## src/rtl/ysyx_24100005_lsu.sv

```systemverilog
// Load/store unit: validates one RV32I memory request, issues a single word-aligned
// memory transaction and returns extended load data straight to the register file.
module ysyx_24100005_lsu #(
  parameter int RF_ADDR_WIDTH = 5,
  parameter int XLEN          = 32
) (
  input  logic                     clk,
  input  logic                     rst,
  input  logic                     req_valid,
  output logic                     req_ready,
  input  logic                     req_is_load,
  input  logic                     req_is_store,
  input  logic [2:0]               req_funct3,
  input  logic [XLEN-1:0]          req_addr,
  input  logic [XLEN-1:0]          req_wdata,
  input  logic [RF_ADDR_WIDTH-1:0] req_rd,
  output logic                     mem_req_valid,
  input  logic                     mem_req_ready,
  output logic                     mem_we,
  output logic [XLEN-1:0]          mem_addr,
  output logic [XLEN-1:0]          mem_wdata,
  output logic [3:0]               mem_wmask,
  input  logic                     mem_resp_valid,
  input  logic [XLEN-1:0]          mem_rdata,
  output logic                     wb_wen,
  output logic [RF_ADDR_WIDTH-1:0] wb_waddr,
  output logic [XLEN-1:0]          wb_wdata,
  output logic                     done,
  output logic                     err,
  output logic [1:0]               dbg_state_o
);

  // Handshakes: a request transfers on the rising edge where req_valid & req_ready;
  // the memory request transfers where mem_req_valid & mem_req_ready and then holds
  // no further obligation; the response is a single-cycle mem_resp_valid pulse in WAIT.
  typedef enum logic [1:0] {
    S_IDLE = 2'd0,
    S_REQ  = 2'd1,
    S_WAIT = 2'd2
  } state_e;

  state_e                   state_q;
  logic                     is_load_q;
  logic [2:0]               funct3_q;
  logic [1:0]               off_q;
  logic [RF_ADDR_WIDTH-1:0] rd_q;
  logic                     mem_we_q;
  logic [XLEN-1:0]          mem_addr_q;
  logic [XLEN-1:0]          mem_wdata_q;
  logic [3:0]               mem_wmask_q;
  logic                     done_q;
  logic                     err_q;
  logic                     wb_wen_q;
  logic [RF_ADDR_WIDTH-1:0] wb_waddr_q;
  logic [XLEN-1:0]          wb_wdata_q;

  logic                     req_bad_d;
  logic [3:0]               st_wmask_d;
  logic [XLEN-1:0]          st_wdata_d;
  logic [XLEN-1:0]          ld_shift_d;
  logic [XLEN-1:0]          ld_data_d;

  always_comb begin
    req_bad_d = 1'b0;
    if (req_is_load == req_is_store) begin
      req_bad_d = 1'b1;
    end else if (req_is_load) begin
      case (req_funct3)
        3'b000, 3'b100: req_bad_d = 1'b0;
        3'b001, 3'b101: req_bad_d = req_addr[0];
        3'b010:         req_bad_d = |req_addr[1:0];
        default:        req_bad_d = 1'b1;
      endcase
    end else begin
      case (req_funct3)
        3'b000:  req_bad_d = 1'b0;
        3'b001:  req_bad_d = req_addr[0];
        3'b010:  req_bad_d = |req_addr[1:0];
        default: req_bad_d = 1'b1;
      endcase
    end
  end

  // Store data is replicated across lanes so the byte mask alone selects what lands.
  always_comb begin
    st_wmask_d = 4'b0000;
    st_wdata_d = '0;
    if (req_is_store) begin
      case (req_funct3[1:0])
        2'b00: begin
          st_wmask_d = 4'b0001 << req_addr[1:0];
          st_wdata_d = {4{req_wdata[7:0]}};
        end
        2'b01: begin
          st_wmask_d = 4'b0011 << req_addr[1:0];
          st_wdata_d = {2{req_wdata[15:0]}};
        end
        default: begin
          st_wmask_d = 4'b1111;
          st_wdata_d = req_wdata;
        end
      endcase
    end
  end

  assign ld_shift_d = mem_rdata >> {off_q, 3'b000};

  always_comb begin
    ld_data_d = '0;
    case (funct3_q)
      3'b000:  ld_data_d = {{(XLEN-8){ld_shift_d[7]}}, ld_shift_d[7:0]};
      3'b001:  ld_data_d = {{(XLEN-16){ld_shift_d[15]}}, ld_shift_d[15:0]};
      3'b010:  ld_data_d = mem_rdata;
      3'b100:  ld_data_d = {{(XLEN-8){1'b0}}, ld_shift_d[7:0]};
      3'b101:  ld_data_d = {{(XLEN-16){1'b0}}, ld_shift_d[15:0]};
      default: ld_data_d = '0;
    endcase
  end

  always_ff @(posedge clk or posedge rst) begin
    if (rst) begin
      state_q     <= S_IDLE;
      is_load_q   <= 1'b0;
      funct3_q    <= 3'b000;
      off_q       <= 2'b00;
      rd_q        <= '0;
      mem_we_q    <= 1'b0;
      mem_addr_q  <= '0;
      mem_wdata_q <= '0;
      mem_wmask_q <= 4'b0000;
      done_q      <= 1'b0;
      err_q       <= 1'b0;
      wb_wen_q    <= 1'b0;
      wb_waddr_q  <= '0;
      wb_wdata_q  <= '0;
    end else begin
      done_q     <= 1'b0;
      err_q      <= 1'b0;
      wb_wen_q   <= 1'b0;
      wb_waddr_q <= '0;
      wb_wdata_q <= '0;
      case (state_q)
        S_IDLE: begin
          if (req_valid) begin
            if (req_bad_d) begin
              err_q <= 1'b1;
            end else begin
              state_q     <= S_REQ;
              is_load_q   <= req_is_load;
              funct3_q    <= req_funct3;
              off_q       <= req_addr[1:0];
              rd_q        <= req_rd;
              mem_we_q    <= req_is_store;
              mem_addr_q  <= {req_addr[XLEN-1:2], 2'b00};
              mem_wdata_q <= st_wdata_d;
              mem_wmask_q <= st_wmask_d;
            end
          end
        end
        S_REQ: begin
          if (mem_req_ready) state_q <= S_WAIT;
        end
        S_WAIT: begin
          if (mem_resp_valid) begin
            state_q <= S_IDLE;
            done_q  <= 1'b1;
            if (is_load_q && (rd_q != '0)) begin
              wb_wen_q   <= 1'b1;
              wb_waddr_q <= rd_q;
              wb_wdata_q <= ld_data_d;
            end
          end
        end
        default: state_q <= S_IDLE;
      endcase
    end
  end

  // Gating with rst keeps req_ready low for the whole reset window.
  assign req_ready     = (state_q == S_IDLE) & ~rst;
  assign mem_req_valid = (state_q == S_REQ);
  assign mem_we        = mem_we_q;
  assign mem_addr      = mem_addr_q;
  assign mem_wdata     = mem_wdata_q;
  assign mem_wmask     = mem_wmask_q;
  assign wb_wen        = wb_wen_q;
  assign wb_waddr      = wb_waddr_q;
  assign wb_wdata      = wb_wdata_q;
  assign done          = done_q;
  assign err           = err_q;
  assign dbg_state_o   = state_q;

endmodule

```

## config.mk

```make
export PLATFORM = sky130hd
export DESIGN_NAME = ysyx_24100005_lsu
export DESIGN_NICKNAME = d
export VERILOG_FILES = /design/src/rtl/ysyx_24100005_lsu.sv
export SDC_FILE = /design/constraint.sdc
export NUM_CORES = 1
export LEC_CHECK = 0
export CORE_MARGIN = 2
export CORE_UTILIZATION = 45
export DETAILED_ROUTE_END_ITERATION = 6
export GPL_ROUTABILITY_DRIVEN = 1
export PLACE_DENSITY_LB_ADDON = 0.1
export SLEW_MARGIN = 5
export SYNTH_ARGS = -nofsm -noshare
export SYNTH_HDL_FRONTEND = slang
export SYNTH_SLANG_ARGS = --single-unit
```

## constraint.sdc

```tcl
create_clock -name clk -period 7.4 [get_ports clk]
set_clock_uncertainty 0.1 [all_clocks]
set_input_delay 1.48 -clock clk [delete_from_list [all_inputs] [get_ports clk]]
set_output_delay 1.48 -clock clk [all_outputs]
set_load 0.02 [all_outputs]
```

== Word-level counts from Yosys, hierarchy flattened ==
Index checks and enable logic that the tools add are counted.
Storage, ports and cells
  register bits: 120
  input bits: 111
  output and inout bits: 113
  logic and storage cells: 75
Cells by class
  equal/unequal tests: 16
  shift operators: 3
  multiplexer cells: 28
  bitwise operators: 3
  reductions and logical operators: 11
Operator list (count)
  $pmux 32 s5: 1
  $mux 32: 4
  $pmux 32 s2: 1
  $shr 32x5->16: 1
  $mux 5: 3
  $eq 3x3->1 const B: 4
  $mux 1: 10
  $mux 2: 4
  $pmux 4 s2: 1
  $eq 3x1->1 const B: 2
  $eq 3x2->1 const B: 2
  $logic_not 3->1: 2
  $ne 2x2->1 const B: 3
  $pmux 1 s3: 2
  $pmux 2 s3: 1
  $reduce_or 2->1: 3
  $reduce_bool 5->1: 1
  $eq 2x1->1 const B: 2
  $logic_not 2->1: 2
  $mux 4: 1
  $reduce_and 4->1: 1
  $shl 1x2->4 const A: 1
  $shl 2x2->4 const A: 1
  $reduce_and 3->1: 1
  6 further kinds: 7

== Logic depth before layout (Yosys ltp) ==
Gate-level depths: netlist of the first run.
  depth in word-level cells: 8
  gate-level depth with buffers: 7
  gate-level depth less buffers: 4

== Worst setup path after synthesis of the first run ==
No wires, ideal clock.
  kind: in2out
  start: input rst
  end: output req_ready
  arrival: 1935 ps
  data required time: 5820 ps
  path slack: 3885 ps
  stages: 1
  path buffers: 0
  cell sequence: nor3_1
Between the ends
  longest elaborated chain between the ends: 2
RTL lines
  from (decl): line 8  | input logic rst,
  $not 1->1: line 180  | assign req_ready = (state_q == S_IDLE) & ~rst;
  $and 1x1->1: line 180
  to (decl): line 10  | output logic req_ready,
No other way between the ends.

== Final worst setup path of the first run ==
Same ends and word-level chain as after synthesis.

==> impl_metrics.ini, run 1 <==
[run_status]
status = finished clean

[global_route]
grt_pass1_vias = 4515
antenna_found_initial = 0
grt_pass1_wl_mm = 23.3
grt-ovfl-total = 0
track_usage_pct = 23.4
grt_max_degree = 89

[synth]
synth_top_cell_by_area = dfrtp_1
yosysUniqueCellTypes = 38
synthTopCellsByArea = dfrtp_1 (55%), mux2_2 (11%), nand2_1 (7.2%), o21ai_0 (4.9%), mux2i_1 (2.8%)
syn_area_sq_mm = 0.00545
ys.flop_type = dfrtp_1
seq_area_frac_synth_pct = 55.1
netlist_instances = 501
ys_warn_count = 0
synth.avg_cell_area_sq_um = 10.9
synthArstFlopShare_pct = 100
synth_top_area_share_pct = 55.1
synth-edff-count = 0
ys_seq_elements = 120
yosysMostFrequentCell = dfrtp_1
ys_top_cells_by_count = dfrtp_1 (120), nand2_1 (104), o21ai_0 (53), mux2_2 (52), a21oi_1 (25)

[floorplan]
num_io_pins = 224
core_area_sq_mm = 0.0119
rows = 40
die_h_um = 114
die_width_um = 114
initial_utilization_pct = 45.8
die_area_sq_mm = 0.0130

[setup_path]
crit_type = primary input to output pin
critPathBufInv = 2
cp_common_cell = clkdlybuf4s50_1
cp_slowest_stage_delay_ns = 0.64
cp-end-kind = output pin
path_delay_family = buffers and inverters
crit_fanout = 2
path_cells = clkdlybuf4s50_1, nor3_1, clkdlybuf4s50_1
critPathSlowestCell = clkdlybuf4s50_1
arrival_ns = 2.74
worst_setup_path_start_kind = primary input
crit_required_ns = 5.82

[finish]
postLayoutCoreUtil_pct = 69.7
synthToLayoutAreaGrowth_pct = 52.2
diodes = 0
final_area_sq_mm = 0.00830
drive_gt1_share_pct = 14.0
layout.cells.non_filler = 869
fin_nets = 820

[pwr]
p_per_area_mw_per_mm2 = 294
vdd_drop_max_mv = 0.138
leakage_nw = 3.54
finalPower_mw = 2.44

[timing]
fmax_mhz = 231
worst_pin_slew_ns = 1.14
finalSetupViolCount = 0
timing.final.crit_period_ns = 4.32
rsz0062_at_grt = false
slew_headroom_pct = 23.8
hold_ws_ns = 0.376
setup_tns_ns = 0
timing.final.hold_violations = 0
setup_ws_ns = 3.08
slew_violations = 0
period_share_pct = 58.4

[clock_tree]
ctsLongestPathBuffers = 2
insertion_delay_ns = 0.41
numCtsBuffers = 17
holdBufCountCts = 0
cts_sinks = 120
post_cts_buffers = 0
cts_max_level = 4
cts_root_buffer = clkbuf_16
tritoncts = built
clkTransAtPathRegs_ns = 0.05
post_cts_resized = 0

[placed_design]
gp_congestion = 0.825
numPortBuffers = 221
place_area_sq_mm = 0.00770
placed_cells = 837
dp_hpwl_mm = 10.4
pre_cts_slack_ns = 2.86

[detailed_routing]
dr_total_vias = 4537
viasPerCell = 5.22
drtIter0Drc = 270
post_drt_wl_per_cell_um = 17.1
final_antenna_net_count = 0
drc = 0
wl_mm = 14.8
first_pass_iters = 4

[run]
cap_violations = 0

[min_path]
hold_class = flop to flop
## layer usage
layer / wire [um] / share of wire [%] / global-route usage, % / vias up
li1: - / - / - / 2149
met1: 5980 / 40 / 29.4 / 2177
met2: 7340 / 50 / 37.8 / 182
met3: 1120 / 7.6 / 7.41 / 29
met4: 387 / 2.6 / 9.43 / 0
met5: 0 / 0 / 0 / -
## state kept, by name, summed over array words and instances, names as in the netlist
register,count
mem_we,1
rd_q,5
done,1
mem_addr,30
mem_wmask,4
is_load_q,1
mem_wdata,32
funct3_q,3
off_q,2
wb_waddr,5
wb_wen,1
err,1
wb_wdata,32
dbg_state_o,2
## cell usage in the layout, fill, tap and decap left out, drive strengths merged, types with 8 or more instances in the layout
cell type	n
a21oi	25
a22oi	8
clkbuf	20
clkdlybuf4s50	221
dfrtp	120
mux2	58
mux2i	15
nand2	104
nor2	14
nor2b	11
o21ai	53
## kinds of logic (layout without fill, tap and decap cells)
| logic type | count (synthesis) | count (layout) | synth area share, % |
|---|---|---|---|
| and+or+nand+nor | 150 | 150 | 12.3 |
| DFF | 120 | 120 | 55.1 |
| AOI/OAI and AO/OA | 113 | 113 | 12.7 |
| muxes | 74 | 74 | 15.6 |
| buffers and inverters | 43 | 263 | 4.27 |
| other | 1 | 2 | 0.0688 |
## path summary, 6_finish.rpt
kind / cells past startpoint / endpoint / slack (ns) / from
max: 3 / req_ready / 3.08 / rst
max reg2reg: 3 / wb_wdata[18] / 4.67 / off_q[1]
min in group asynchronous: 2 / dbg_state_o[0] / 1.51 / rst
min reg2reg: 2 / mem_wdata[30] / 0.38 / mem_wdata[30]
min: 2 / mem_wdata[30] / 0.38 / mem_wdata[30]
max in group asynchronous: 3 / mem_addr[26] / 4.41 / rst
## report_power, final
part | total, mW | switching [mW] | internal [mW]
Combinational | 0.740 | 0.360 | 0.380
Sequential | 0.880 | 0.100 | 0.780
Clock | 0.824 | 0.288 | 0.536
## tightest hold or removal path: stages (launching register included)
cell and delay (ns):
dfrtp_1 0.34, nand2_1 0.05, o21ai_0 0.06
## cell type report
cell class | count | area (sq um)
multi-input cells | 339 | 2230
clock inverters | 12 | 151
inverters | 5 | 21.3
fillers | 897 | 3610
clock buffers | 20 | 447
repair buffers | 226 | 2260
flip-flops and latches | 120 | 3000
well taps | 147 | 184
Power figures use the tool's default switching activity.
==> inputs of run 2 (changes only) <==
--- a/config.mk
+++ b/config.mk
@@ -6,7 +6,7 @@
 export NUM_CORES = 1
 export LEC_CHECK = 0
 export CORE_MARGIN = 2
-export CORE_UTILIZATION = 45
+export CORE_UTILIZATION = 39
 export DETAILED_ROUTE_END_ITERATION = 6
 export GPL_ROUTABILITY_DRIVEN = 1
 export PLACE_DENSITY_LB_ADDON = 0.1
==> constraint.sdc (replaced) <==
create_clock -name clk -period 3.7 [get_ports clk]
set_clock_uncertainty 0.1 [all_clocks]
set_input_delay 0.74 -clock clk [delete_from_list [all_inputs] [get_ports clk]]
set_output_delay 0.74 -clock clk [all_outputs]
set_load 0.02 [all_outputs]
==> run 2 against run 1 <==
Compared with the run above:
- wire length is 3.6% higher
- combinational power increased by 100%
- worst setup slack got worse by 2.2 ns
- sequential power grew 98%
- global-route usage fell by 2.3 points
- first-iteration DRC count rose by 19%
- hold slack better by 0.0061 ns
- sequential cell count unchanged
- via count about the same
- critical endpoint unchanged
- highest routed layer unchanged
==> impl_metrics.ini, run 2 (synthesis gave the netlist of run 1 again) <==
[floorplan]
die_area_sq_mm = 0.0149
rows = 43
num_io_pins = 224
die_width_um = 122
die_h_um = 122
core_area_sq_mm = 0.0138
initial_utilization_pct = 39.6

[detailed_routing]
first_pass_iters = 4
drc = 0
post_drt_wl_per_cell_um = 16.9
drtIter0Drc = 321
viasPerCell = 4.99
final_antenna_net_count = 0
wl_mm = 15.4
dr_total_vias = 4534

[finish]
seqCellArea_sq_mm = 0.00300
layout_commonest_cell = clkdlybuf4s50_1
mostFrequentLayoutCells = clkdlybuf4s50_1 (221), dfrtp_1 (120), nand2_1 (104)
postLayoutCoreUtil_pct = 61.1
diodes = 0
final_area_sq_mm = 0.00842
multiInputGateArea_sq_mm = 0.00223
num-fill-cells = 1193
synthToLayoutAreaGrowth_pct = 54.3
fin_nets = 826
drive_gt1_share_pct = 15.0

[setup_path]
critPathSlowestCell = clkdlybuf4s50_1
crit_fanout = 2
cp-end-kind = output pin
critical_path.startpoint = rst
cp_slowest_stage_delay_ns = 0.63
cp_common_cell = clkdlybuf4s50_1
path_delay_family = buffers and inverters
critPathBufInv = 2
worst_setup_path_start_kind = primary input
arrival_ns = 1.98
crit_type = primary input to output pin
r2r_start = off_q[0]
path_cells = clkdlybuf4s50_1, nor3_1, clkdlybuf4s50_1
crit_required_ns = 2.86
rrSetupSlack_ns = 1.31

[clock_tree]
insertion_delay_ns = 0.41
cts_sinks = 120
numCtsBuffers = 17
cts_max_level = 4
ctsLongestPathBuffers = 2
tritoncts = built
clkTransAtPathRegs_ns = 0.06
holdBufCountCts = 0
cts_root_buffer = clkbuf_16
post_cts_resized = 0
post_cts_buffers = 0

[timing]
timing.final.hold_violations = 0
timing.final.crit_period_ns = 2.82
finalSetupViolCount = 0
worst_pin_slew_ns = 0.861
setup_ws_ns = 0.883
setup_tns_ns = 0
period_share_pct = 76.1
slew_violations = 0
fmax_mhz = 355
rsz0062_at_grt = false
slew_headroom_pct = 42.6

[pwr]
leakage_nw = 3.58
p_per_area_mw_per_mm2 = 594
vdd_drop_max_mv = 0.347
finalPower_mw = 5.00

[global_route]
grt_pass1_vias = 4706
grt_max_degree = 96
grt-ovfl-total = 0
antenna_found_initial = 0
track_usage_pct = 21.1
grt_pass1_wl_mm = 24.1

[placed_design]
place_area_sq_mm = 0.00779
dp_hpwl_mm = 11.0
numPortBuffers = 221
gp_congestion = 0.835
pre_cts_slack_ns = 0.736

[min_path]
hold_class = flop to flop
worstHoldStart = mem_wdata[22]

[run_status]
status = finished clean

[run]
cap_violations = 0
-- run 2: cell count changes in the layout (fill, tap and decap cells not counted), sizes merged --
| cell | delta |
|---|---|
| clkinv | +1 |
| bufinv | +1 |
| clkbuf | -3 |
| inv | +1 |
| buf | +6 |
-- run 2: routing by layer --
metal  GRT usage, %  wire length [um]  part of all wire [%]  vias up
met5              0                 0                     0        -
met4           7.76               309                   2.0        0
met3           7.81              1310                   8.5       24
met2           33.9              7580                    49      163
met1           26.0              6170                    40     2184
li1               -                 -                     -     2163
-- run 2: worst register-to-register path, stage by stage, from the launching register on --
cell and delay, ns:
dfrtp_1 0.90, mux4_2 0.48, o221ai_2 0.60, a21oi_1 0.16
-- run 2: report_power, final --
group | total (mW) | internal (mW) | switching [mW] | leakage (nW)
Sequential | 1.74 | 1.56 | 0.179 | 1.56
Clock | 1.75 | 1.13 | 0.619 | 0.296
Combinational | 1.51 | 0.766 | 0.747 | 1.72
-- run 2: final timing paths --
path                            endpoint  cells after the start
max                            req_ready                      3
min in group asynchronous    mem_addr[4]                      2
min                        mem_wdata[22]                      2
max reg2reg                 wb_wdata[23]                      3
min reg2reg                mem_wdata[22]                      2
max in group asynchronous   wb_wdata[29]                      3
-- run 2: metrics by stage --
stage,cells,hold WS (ns)
6_report,908,0.382
5_1_grt,908,0.409
4_1_cts,908,0.383
3_5_place_dp,876,0.369
3_3_place_gp,876,0.364
2_1_floorplan,502,0.362
-- run 2: area by class of cell --
| class | instances | share of cell area [%] |
|---|---|---|
| repair buffers | 232 | 27.4 |
| clock inverters | 15 | 2.38 |
| well taps | 180 | 2.68 |
| flip-flops and latches | 120 | 35.7 |
| multi-input cells | 339 | 26.5 |
| inverters | 5 | 0.268 |
| clock buffers | 17 | 5.05 |
==> inputs of run 3 (changes only) <==
--- a/config.mk
+++ b/config.mk
@@ -6,7 +6,7 @@
 export NUM_CORES = 1
 export LEC_CHECK = 0
 export CORE_MARGIN = 2
-export CORE_UTILIZATION = 39
+export CORE_UTILIZATION = 43
 export DETAILED_ROUTE_END_ITERATION = 6
 export GPL_ROUTABILITY_DRIVEN = 1
 export PLACE_DENSITY_LB_ADDON = 0.1
==> constraint.sdc (replaced) <==
create_clock -name clk -period 2.7 [get_ports clk]
set_clock_uncertainty 0.1 [all_clocks]
set_input_delay 0.54 -clock clk [delete_from_list [all_inputs] [get_ports clk]]
set_output_delay 0.54 -clock clk [all_outputs]
set_load 0.02 [all_outputs]
==> run 3 against run 2 <==
Compared with the run above:
- cell count decreased by 0.44%
- critical endpoint unchanged
- wire length down 3.4%
- non-clock buffer count grew 4
- worst setup slack lost 0.60 ns
- global-route usage up 0.99 points
- sequential share of layout area is 0.44 points lower
- die area fell by 9.0%
==> impl_metrics.ini, run 3 (synthesis gave the netlist of run 1 again) <==
[placed_design]
dp_hpwl_mm = 11.0
gp_congestion = 0.850
numPortBuffers = 221
pre_cts_slack_ns = 0.0399

[clock_tree]
numCtsBuffers = 17
clkTransAtPathRegs_ns = 0.06
insertion_delay_ns = 0.41
post_cts_buffers = 0
tritoncts = built
cts_root_buffer = clkbuf_16
ctsLongestPathBuffers = 2
holdBufCountCts = 0
post_cts_resized = 0
cts_sinks = 120
cts_max_level = 4

[timing]
slew_headroom_pct = 57.6
timing.final.hold_violations = 0
slew_violations = 0
fmax_mhz = 414
finalSetupViolCount = 0
period_share_pct = 89.4
timing.final.crit_period_ns = 2.41
rsz0062_at_grt = false
setup_ws_ns = 0.285
setup_tns_ns = 0
worst_pin_slew_ns = 0.634

[setup_path]
path_cells = clkdlybuf4s50_1, nor3_1, clkdlybuf4s50_1
cp-end-kind = output pin
arrival_ns = 1.77
rrSetupSlack_ns = 0.55
ff2ff_path_depth = 5
r2r_start = rd_q[1]
worst_setup_path_start_kind = primary input
critPathSlowestCell = clkdlybuf4s50_1
crit_required_ns = 2.06
r2r_end = wb_wdata[29]
critPathBufInv = 2
cp_slowest_stage_delay_ns = 0.63
path_delay_family = buffers and inverters
crit_fanout = 2
cp_common_cell = clkdlybuf4s50_1
crit_type = primary input to output pin

[floorplan]
num_io_pins = 224
initial_utilization_pct = 43.6
die_width_um = 117
rows = 41
core_area_sq_mm = 0.0125
die_h_um = 117
die_area_sq_mm = 0.0136

[finish]
fin_nets = 830
diodes = 0
synthToLayoutAreaGrowth_pct = 56.3
mostFrequentLayoutCells = clkdlybuf4s50_1 (221), dfrtp_1 (120), nand2_1 (104)
drive_gt1_share_pct = 15.4
layout_commonest_cell = clkdlybuf4s50_1

[run_status]
status = finished clean

[run]
cap_violations = 0

[detailed_routing]
dr_total_vias = 4614
viasPerCell = 5.10
post_drt_wl_per_cell_um = 16.4
wl_mm = 14.8
first_pass_iters = 4
drc = 0
drtIter0Drc = 361
final_antenna_net_count = 0

[global_route]
track_usage_pct = 22.1
grt_pass1_vias = 4671
antenna_found_initial = 0
grt_pass1_wl_mm = 23.0
grt-ovfl-total = 0
grt_max_degree = 57

[pwr]
p_clk_share_pct = 36.2
vdd_drop_max_mv = 0.482
leakage_nw = 3.65
share_comb_of_total_power_pct = 30.2
p_per_area_mw_per_mm2 = 822
p_sw_share_pct = 29.4
power_frac_seq_pct = 33.7
p_int_mw = 4.95
finalPower_mw = 7.00
switchingPower_mw = 2.06

[min_path]
worstHoldStart = mem_wmask[3]
min_to = mem_wmask[3]
hold_class = flop to flop
whs_path_depth = 2
[run 3: worst register-to-register path: stages, from the launching register on]
cell and delay (ns):
dfrtp_1 0.38, or4_1 0.51, o21ai_0 0.46, nand2b_1 0.18, buf_4 0.31, a21oi_1 0.10
[run 3: layout make-up]
type	count	area [sq um]
inverter	5	22.5
timing repair buffer	236	2370
fill	993	4000
sequential	120	3000
multi-input combinational	339	2230
clock buffer	21	480
clock inverter	11	193
tap	172	215
[run 3: worst max path at each step]
stage               cells after the start        endpoint  slack [ns]          from
CTS                                     3       req_ready        0.27           rst
global route                            3       req_ready        0.22           rst
global placement                        7   mem_wdata[29]        0.19  req_is_store
finish                                  3       req_ready        0.29           rst
floorplan                               1  dbg_state_o[0]        0.59           rst
detailed placement                      6   mem_wdata[30]        0.04  req_is_store
[run 3: power by group through the flow]
stage,registers [mW],logic [mW],clock network (mW)
after floorplan,2.70,0.820,0
after global placement,2.37,2.08,0
after detailed placement,2.38,2.12,0
after CTS,2.36,2.13,2.59
after global routing,2.40,2.28,2.66
final,2.36,2.11,2.53
[run 3: routing by layer]
metal / vias up / wire, um / GRT usage (%)
met2: 163 / 7420 / 37.3
met4: 0 / 295 / 9.25
li1: 2172 / - / -
met3: 24 / 1170 / 6.95
met5: - / 0 / 0
met1: 2255 / 5950 / 26.1
[run 3: stage by stage]
step	utilization (%)	instance area, sq um	hold slack [ns]	std cells
after floorplan	-	5460	0.362	502
after global placement	62.7	7850	0.366	872
after detailed placement	62.7	7850	0.376	872
after CTS	68.1	8520	0.390	904
after global routing	68.1	8520	0.411	904
final	68.1	8520	0.380	904
